`src/rtl/mux_4x1_rr_arbiter_if.sv`:
```
// Bus bundle for the 4-to-1 round-robin arbiter: four input channels plus one registered output stream.
// The master side drives the channels and the downstream ready. The slave side is the arbiter.
interface mux_4x1_rr_arbiter_if #(
    parameter int WIDTH = 8
);
    logic [4*WIDTH-1:0] in_data;
    logic [3:0]         in_valid;
    logic [3:0]         in_last;
    logic [3:0]         in_ready;
    logic [WIDTH-1:0]   dout;
    logic               vout;
    logic               lout;
    logic               rdyin;
    logic               s0;
    logic               s1;

    modport master (
        output in_data, in_valid, in_last, rdyin,
        input  in_ready, dout, vout, lout, s0, s1
    );

    modport slave (
        input  in_data, in_valid, in_last, rdyin,
        output in_ready, dout, vout, lout, s0, s1
    );
endinterface

```
`src/rtl/mux_4x1_rr_arbiter.sv`:
```
// 4-to-1 round-robin arbiter with a burst lock and a registered output stage.
// {s0,s1} carries the source channel index in the same encoding a 1x4 demux select uses.
module mux_4x1_rr_arbiter #(
    parameter int WIDTH = 8
) (
    input  logic                  clk,
    input  logic                  rst,
    mux_4x1_rr_arbiter_if.slave   bus
);

    typedef enum logic {
        ARB  = 1'b0,
        LOCK = 1'b1
    } state_t;

    state_t     state, state_nxt;
    logic [1:0] ptr, ptr_nxt;
    logic [1:0] lch, lch_nxt;
    logic [1:0] g;
    logic [1:0] idx;
    logic       found;
    logic       load;
    logic       take;

    assign load = !bus.vout || bus.rdyin;

    // Grant selection. In LOCK only the held channel may be served.
    // NOTE: every always_comb output gets a default first so no latch is inferred.
    always_comb begin
        g     = ptr;
        idx   = ptr;
        found = 1'b0;
        if (state == LOCK) begin
            g     = lch;
            found = bus.in_valid[lch];
        end else begin
            for (int i = 0; i < 4; i++) begin
                idx = ptr + 2'(i);
                if (!found && bus.in_valid[idx]) begin
                    g     = idx;
                    found = 1'b1;
                end
            end
        end
    end

    assign take         = load && found && !rst;
    assign bus.in_ready = take ? (4'b0001 << g) : 4'b0000;

    always_comb begin
        state_nxt = state;
        ptr_nxt   = ptr;
        lch_nxt   = lch;
        if (take) begin
            if (state == ARB) begin
                ptr_nxt = g + 2'd1;
                if (!bus.in_last[g]) begin
                    state_nxt = LOCK;
                    lch_nxt   = g;
                end
            end else if (bus.in_last[lch]) begin
                state_nxt = ARB;
                ptr_nxt   = lch + 2'd1;
            end
        end
    end

    // NOTE: sequential state uses non-blocking assignments only, so every register samples pre-edge values.
    always_ff @(posedge clk) begin
        if (rst) begin
            state    <= ARB;
            ptr      <= 2'd0;
            lch      <= 2'd0;
            bus.dout <= '0;
            bus.s0   <= 1'b0;
            bus.s1   <= 1'b0;
            bus.lout <= 1'b0;
            bus.vout <= 1'b0;
        end else begin
            state <= state_nxt;
            ptr   <= ptr_nxt;
            lch   <= lch_nxt;
            if (load) begin
                // An empty load slot drains vout. The payload registers keep their last word.
                bus.vout <= found;
                if (found) begin
                    bus.dout <= bus.in_data[int'(g)*WIDTH +: WIDTH];
                    bus.s0   <= g[1];
                    bus.s1   <= g[0];
                    bus.lout <= bus.in_last[g];
                end
            end
        end
    end

endmodule

```
`src/flat_wrapper.sv`:
```
// flat-port wrapper written by rule: the top's interface ports become plain ports
module mux_4x1_rr_arbiter_flat 
#(
    parameter int WIDTH = 8
)
  (clk, rst, bus_in_data, bus_in_valid, bus_in_last, bus_rdyin, bus_in_ready, bus_dout, bus_vout, bus_lout, bus_s0, bus_s1);
  mux_4x1_rr_arbiter_if #(.WIDTH(WIDTH)) bus_i ();
  input  logic clk;
  input  logic rst;
  input wire logic [$bits(bus_i.in_data)-1:0] bus_in_data;
  input wire logic [$bits(bus_i.in_valid)-1:0] bus_in_valid;
  input wire logic [$bits(bus_i.in_last)-1:0] bus_in_last;
  input wire logic [$bits(bus_i.rdyin)-1:0] bus_rdyin;
  output wire logic [$bits(bus_i.in_ready)-1:0] bus_in_ready;
  output wire logic [$bits(bus_i.dout)-1:0] bus_dout;
  output wire logic [$bits(bus_i.vout)-1:0] bus_vout;
  output wire logic [$bits(bus_i.lout)-1:0] bus_lout;
  output wire logic [$bits(bus_i.s0)-1:0] bus_s0;
  output wire logic [$bits(bus_i.s1)-1:0] bus_s1;
  assign bus_i.in_data = bus_in_data;
  assign bus_i.in_valid = bus_in_valid;
  assign bus_i.in_last = bus_in_last;
  assign bus_i.rdyin = bus_rdyin;
  assign bus_in_ready = bus_i.in_ready;
  assign bus_dout = bus_i.dout;
  assign bus_vout = bus_i.vout;
  assign bus_lout = bus_i.lout;
  assign bus_s0 = bus_i.s0;
  assign bus_s1 = bus_i.s1;
  mux_4x1_rr_arbiter #(.WIDTH(WIDTH)) u_core (.clk(clk), .rst(rst), .bus(bus_i));
endmodule
```
`config.mk`:
```
export PLATFORM = sky130hd
export DESIGN_NAME = mux_4x1_rr_arbiter_flat
export DESIGN_NICKNAME = d
export VERILOG_FILES = /design/src/rtl/mux_4x1_rr_arbiter_if.sv /design/src/rtl/mux_4x1_rr_arbiter.sv /design/src/flat_wrapper.sv
export SDC_FILE = /design/constraint.sdc
export NUM_CORES = 1
export LEC_CHECK = 0
export BUFFER_PORTS_ARGS = -buffer_cell sky130_fd_sc_hd__buf_4
export CAP_MARGIN = 20
export CORE_UTILIZATION = 41
export DETAILED_ROUTE_END_ITERATION = 8
export PLACE_DENSITY = 0.76
export SLEW_MARGIN = 10
export SYNTH_ARGS = -nofsm -noshare
export SYNTH_HDL_FRONTEND = slang
export SYNTH_SLANG_ARGS = --single-unit
export TNS_END_PERCENT = 50
```
`constraint.sdc`:
```
create_clock -name clk -period 1.9 [get_ports clk]
set_input_delay 0.19 -clock clk [delete_from_list [all_inputs] [get_ports clk]]
set_output_delay 0.19 -clock clk [all_outputs]
set_load 0.01 [all_outputs]
```
==> impl_metrics.yaml <==
run_status:
  status: "complete, but fails checks"
  violations: "negative setup slack"
synth:
  synth_area_leaders: "dfxtp_1 (29%), mux2i_1 (9.2%), a21oi_1 (8.8%), a221o_1 (6.7%), nand2_1 (6.3%)"
  synth-seq-area-share_pct: 28.54
  ys_warn_count: 0
  yosysTopAreaCell: "dfxtp_1"
  synth_nets: 194
  ys_ff_latch: 17
  synth_top_area_share_pct: 28.54
  postSynthAreaPerCell_sq_um: 8.112
  synth_area_sq_um: 1192
  synth_cell_types: 38
  synthCells: 147
critical_path:
  reg2reg_depth: 8
  arrival_ns: 1.90
  critPathRequiredTime_ns: 1.71
  cp-start-kind: "register"
  rrSetupSlack_ns: -0.15
  worstReg2RegEnd: "u_core.lch[0]$_SDFFE_PP0P_"
  crit_top_cell: "buf_6"
  end_kind: "output pin"
  r2r_start: "u_core.ptr[1]$_SDFFE_PP0P_"
  crit_chain: "nor2b_1 > o311ai_1 > o311a_2 > buf_6 > ha_4 > and3_4 > buf_6"
  crit_slowest_cell: "dfxtp_2"
  cpPeakStageDelay_ns: 0.36
  cp_max_fo: 6
  crit_type: "register to output pin"
global_routing:
  antenna_found_initial: 0
  gr-total-overflow: 0
  grt_pass1_wl_um: 6403
  grt_max_degree: 21
  grt.total_usage_pct: 25.40
  grt_pass1_vias: 1442
power:
  pwr-share-clk_pct: 7.0
  cellLeakagePower_nw: 0.9149
  p_int_w: 0.001649
  p_switching_w: 0.001178
  combPwrFrac_pct: 71.0
  power_density_nw_per_um2: 1412
  p_sw_share_pct: 41.68
  peakVddDrop_uv: 1437
  seq_power_share_pct: 22.0
placement:
  place_ws_ns: -0.005956
  hpwl_um: 2616
  io_buffers: 58
  dp_cells: 235
  gp_congestion: 0.8831
floorplanning:
  floorplan.rows: 19
  initial_core_util_pct: 43.24
  dieArea_sq_um: 3128
  pin_count: 59
  die_h_um: 55.93
  die_width_um: 55.93
  core_area_sq_um: 2758
hold_path:
  hp-class: "primary input to register"
  min-delay-start: "rst"
  holdPathStages: 2
  hold_path_end: "u_core.bus.dout[0]$_SDFFE_PP0P_"
timing:
  setup_viol: 16
  slew_viol_final: 0
  hold_viol_final: 0
  fin_skew_ns: 0.005338
  max_clock_freq_mhz: 478.2
  period_share_pct: 110.1
  finalWorstSetupSlack_ns: -0.1914
  fin_crit_ns: 2.091
  tightest_slew_ns: 0.3824
  rsz0062_at_grt: "true"
  slew_headroom_pct: 74.27
layout:
  area_growth_pct: 67.89
  num-nets-final: 268
  final_util_pct: 72.60
  final_cell_count_no_fill: 251
  drive_above_1_share_pct: 51.36
  antenna_cells: 0
clock_tree:
  clock_latency_ns: 0.29
  clock_sinks: 17
  cts_tree: "yes"
  htreeDepth: 1
  clk_pin_slew_ns: 0.11
  clk_path_buf_depth: 2
  cts-buffers-inserted: 3
  cts_hold_buf: 0
  root_buffer: "clkbuf_4"
drt:
  final_antenna_net_count: 0
  totalWireLength_um: 3901
  wl_per_cell_um: 15.54
  vias: 1434
  firstDrtPassIters: 5
  drc: 0
  drtIter0Drc: 41
  viasPerCell: 5.713
run:
  cap_viol_max_count: 0
cell usage in the layout (no fill, tap or decap), types with 3 or more instances in the layout:
cell / instances
a221o_1: 8
buf_6: 7
nor2_1: 9
inv_1: 5
a21oi_1: 19
dfxtp_1: 13
nor2b_1: 4
mux2i_1: 11
buf_12: 4
buf_4: 67
clkbuf_4: 3
dfxtp_2: 4
ha_4: 4
a21oi_2: 3
nand2_1: 20
and3_4: 4
worst max-delay path: cells and delay by family, from the launching register on:
kind                     cells  cell delay (ns)
AO/OA/AOI/OAI                2             0.61
flip-flops                   1             0.36
AND/OR/NAND/NOR              2             0.30
buffers and inverters        2             0.24
adder cells (fa/ha/maj)      1             0.11
power groups by stage:
stage	clock network, W	registers, W	logic, W
floorplan	0	0.000610	0.000946
global placement	0	0.000596	0.00147
detailed placement	0	0.000604	0.00152
CTS	0.000209	0.000608	0.00188
global route	0.000227	0.000644	0.00216
finish	0.000197	0.000622	0.00201
worst max path at each step:
stage	depth (start not counted)	end	slack, ns	from
finish	7	bus_in_ready[1]	-0.19	u_core.ptr[1]$_SDFFE_PP0P_
global route	7	bus_in_ready[1]	-0.27	u_core.ptr[1]$_SDFFE_PP0P_
CTS	7	bus_in_ready[0]	-0.13	u_core.ptr[1]$_SDFFE_PP0P_
detailed placement	8	u_core.bus.dout[0]$_SDFFE_PP0P_	-0.006	u_core.ptr[1]$_SDFFE_PP0P_
global placement	8	bus_in_ready[2]	0.05	u_core.ptr[1]$_SDFFE_PP0P_
floorplan	9	u_core.ptr[1]$_SDFFE_PP0P_	0.02	u_core.ptr[1]$_SDFFE_PP0P_
Yosys cell counts, drive strengths merged:
library cell	instances
a21oi	23
nand2	20
dfxtp	17
mux2i	11
nor2	11
a221o	8
inv	7
o21ai	6
buf	5
and3	4
clkbuf	4
ha	4
nor2b	4
a31oi	2
and2	2
mux4	2
o311a	2
or2b	2
a211o	1
a211oi	1
a221oi	1
a22oi	1
a2bb2oi	1
a311oi	1
and2b	1
nand2b	1
nor4	1
o21bai	1
o311ai	1
or2	1
or3	1
layout make-up:
class | count | area, sq um
clock buffer | 3 | 22.52
fill | 209 | 755.7
sequential | 17 | 345.3
clock inverter | 1 | 5.005
timing repair buffer | 78 | 661.9
inverter | 7 | 28.78
multi-input combinational | 114 | 899.6
tap | 31 | 38.79
sequential cells by signal, indices dropped and copies added, names as in the netlist:
name	cells
u_core.ptr	2
u_core.bus.lout	1
u_core.bus.dout	8
u_core.bus.s0	1
u_core.bus.s1	1
u_core.bus.vout	1
u_core.lch	2
u_core.state	1
repair_timing:
item	CTS	global route
pin swaps	15	0
setup buffers	11	2
setup endpoints to repair	15	18
resized for setup	35	6
cell families after synthesis:
group           Yosys count  share of synthesized area, %
buf+inv                  16                         6.295
flops                    17                         28.54
compound gates           49                         28.33
fa+ha+maj                 4                         4.197
mux                      13                         13.01
simple gates             48                         19.62
metrics by stage:
step	cell area, sq um	setup TNS, ns	total power (W)	hold slack (ns)
floorplan	1192	0	0.001556	0.3473
global placement	1715	0	0.002069	0.4435
detailed placement	1715	-0.008665	0.002126	0.4495
CTS	1954	-0.7066	0.002700	0.1618
global route	2002	-3.013	0.003029	0.1648
finish	2002	-1.580	0.002827	0.1762
routing by layer:
| metal | part of all wire [%] | global-route usage, % | up-vias | routed length (um) |
|---|---|---|---|---|
| met5 | 0 | 0 | - | 0 |
| met4 | 2.9 | 8.711 | 0 | 112 |
| met3 | 5.1 | 5.349 | 14 | 199 |
| met2 | 51 | 45.78 | 50 | 1997 |
| met1 | 41 | 29.75 | 686 | 1591 |
| li1 | - | - | 684 | - |
Note: power is estimated with default switching activity, not from simulation.
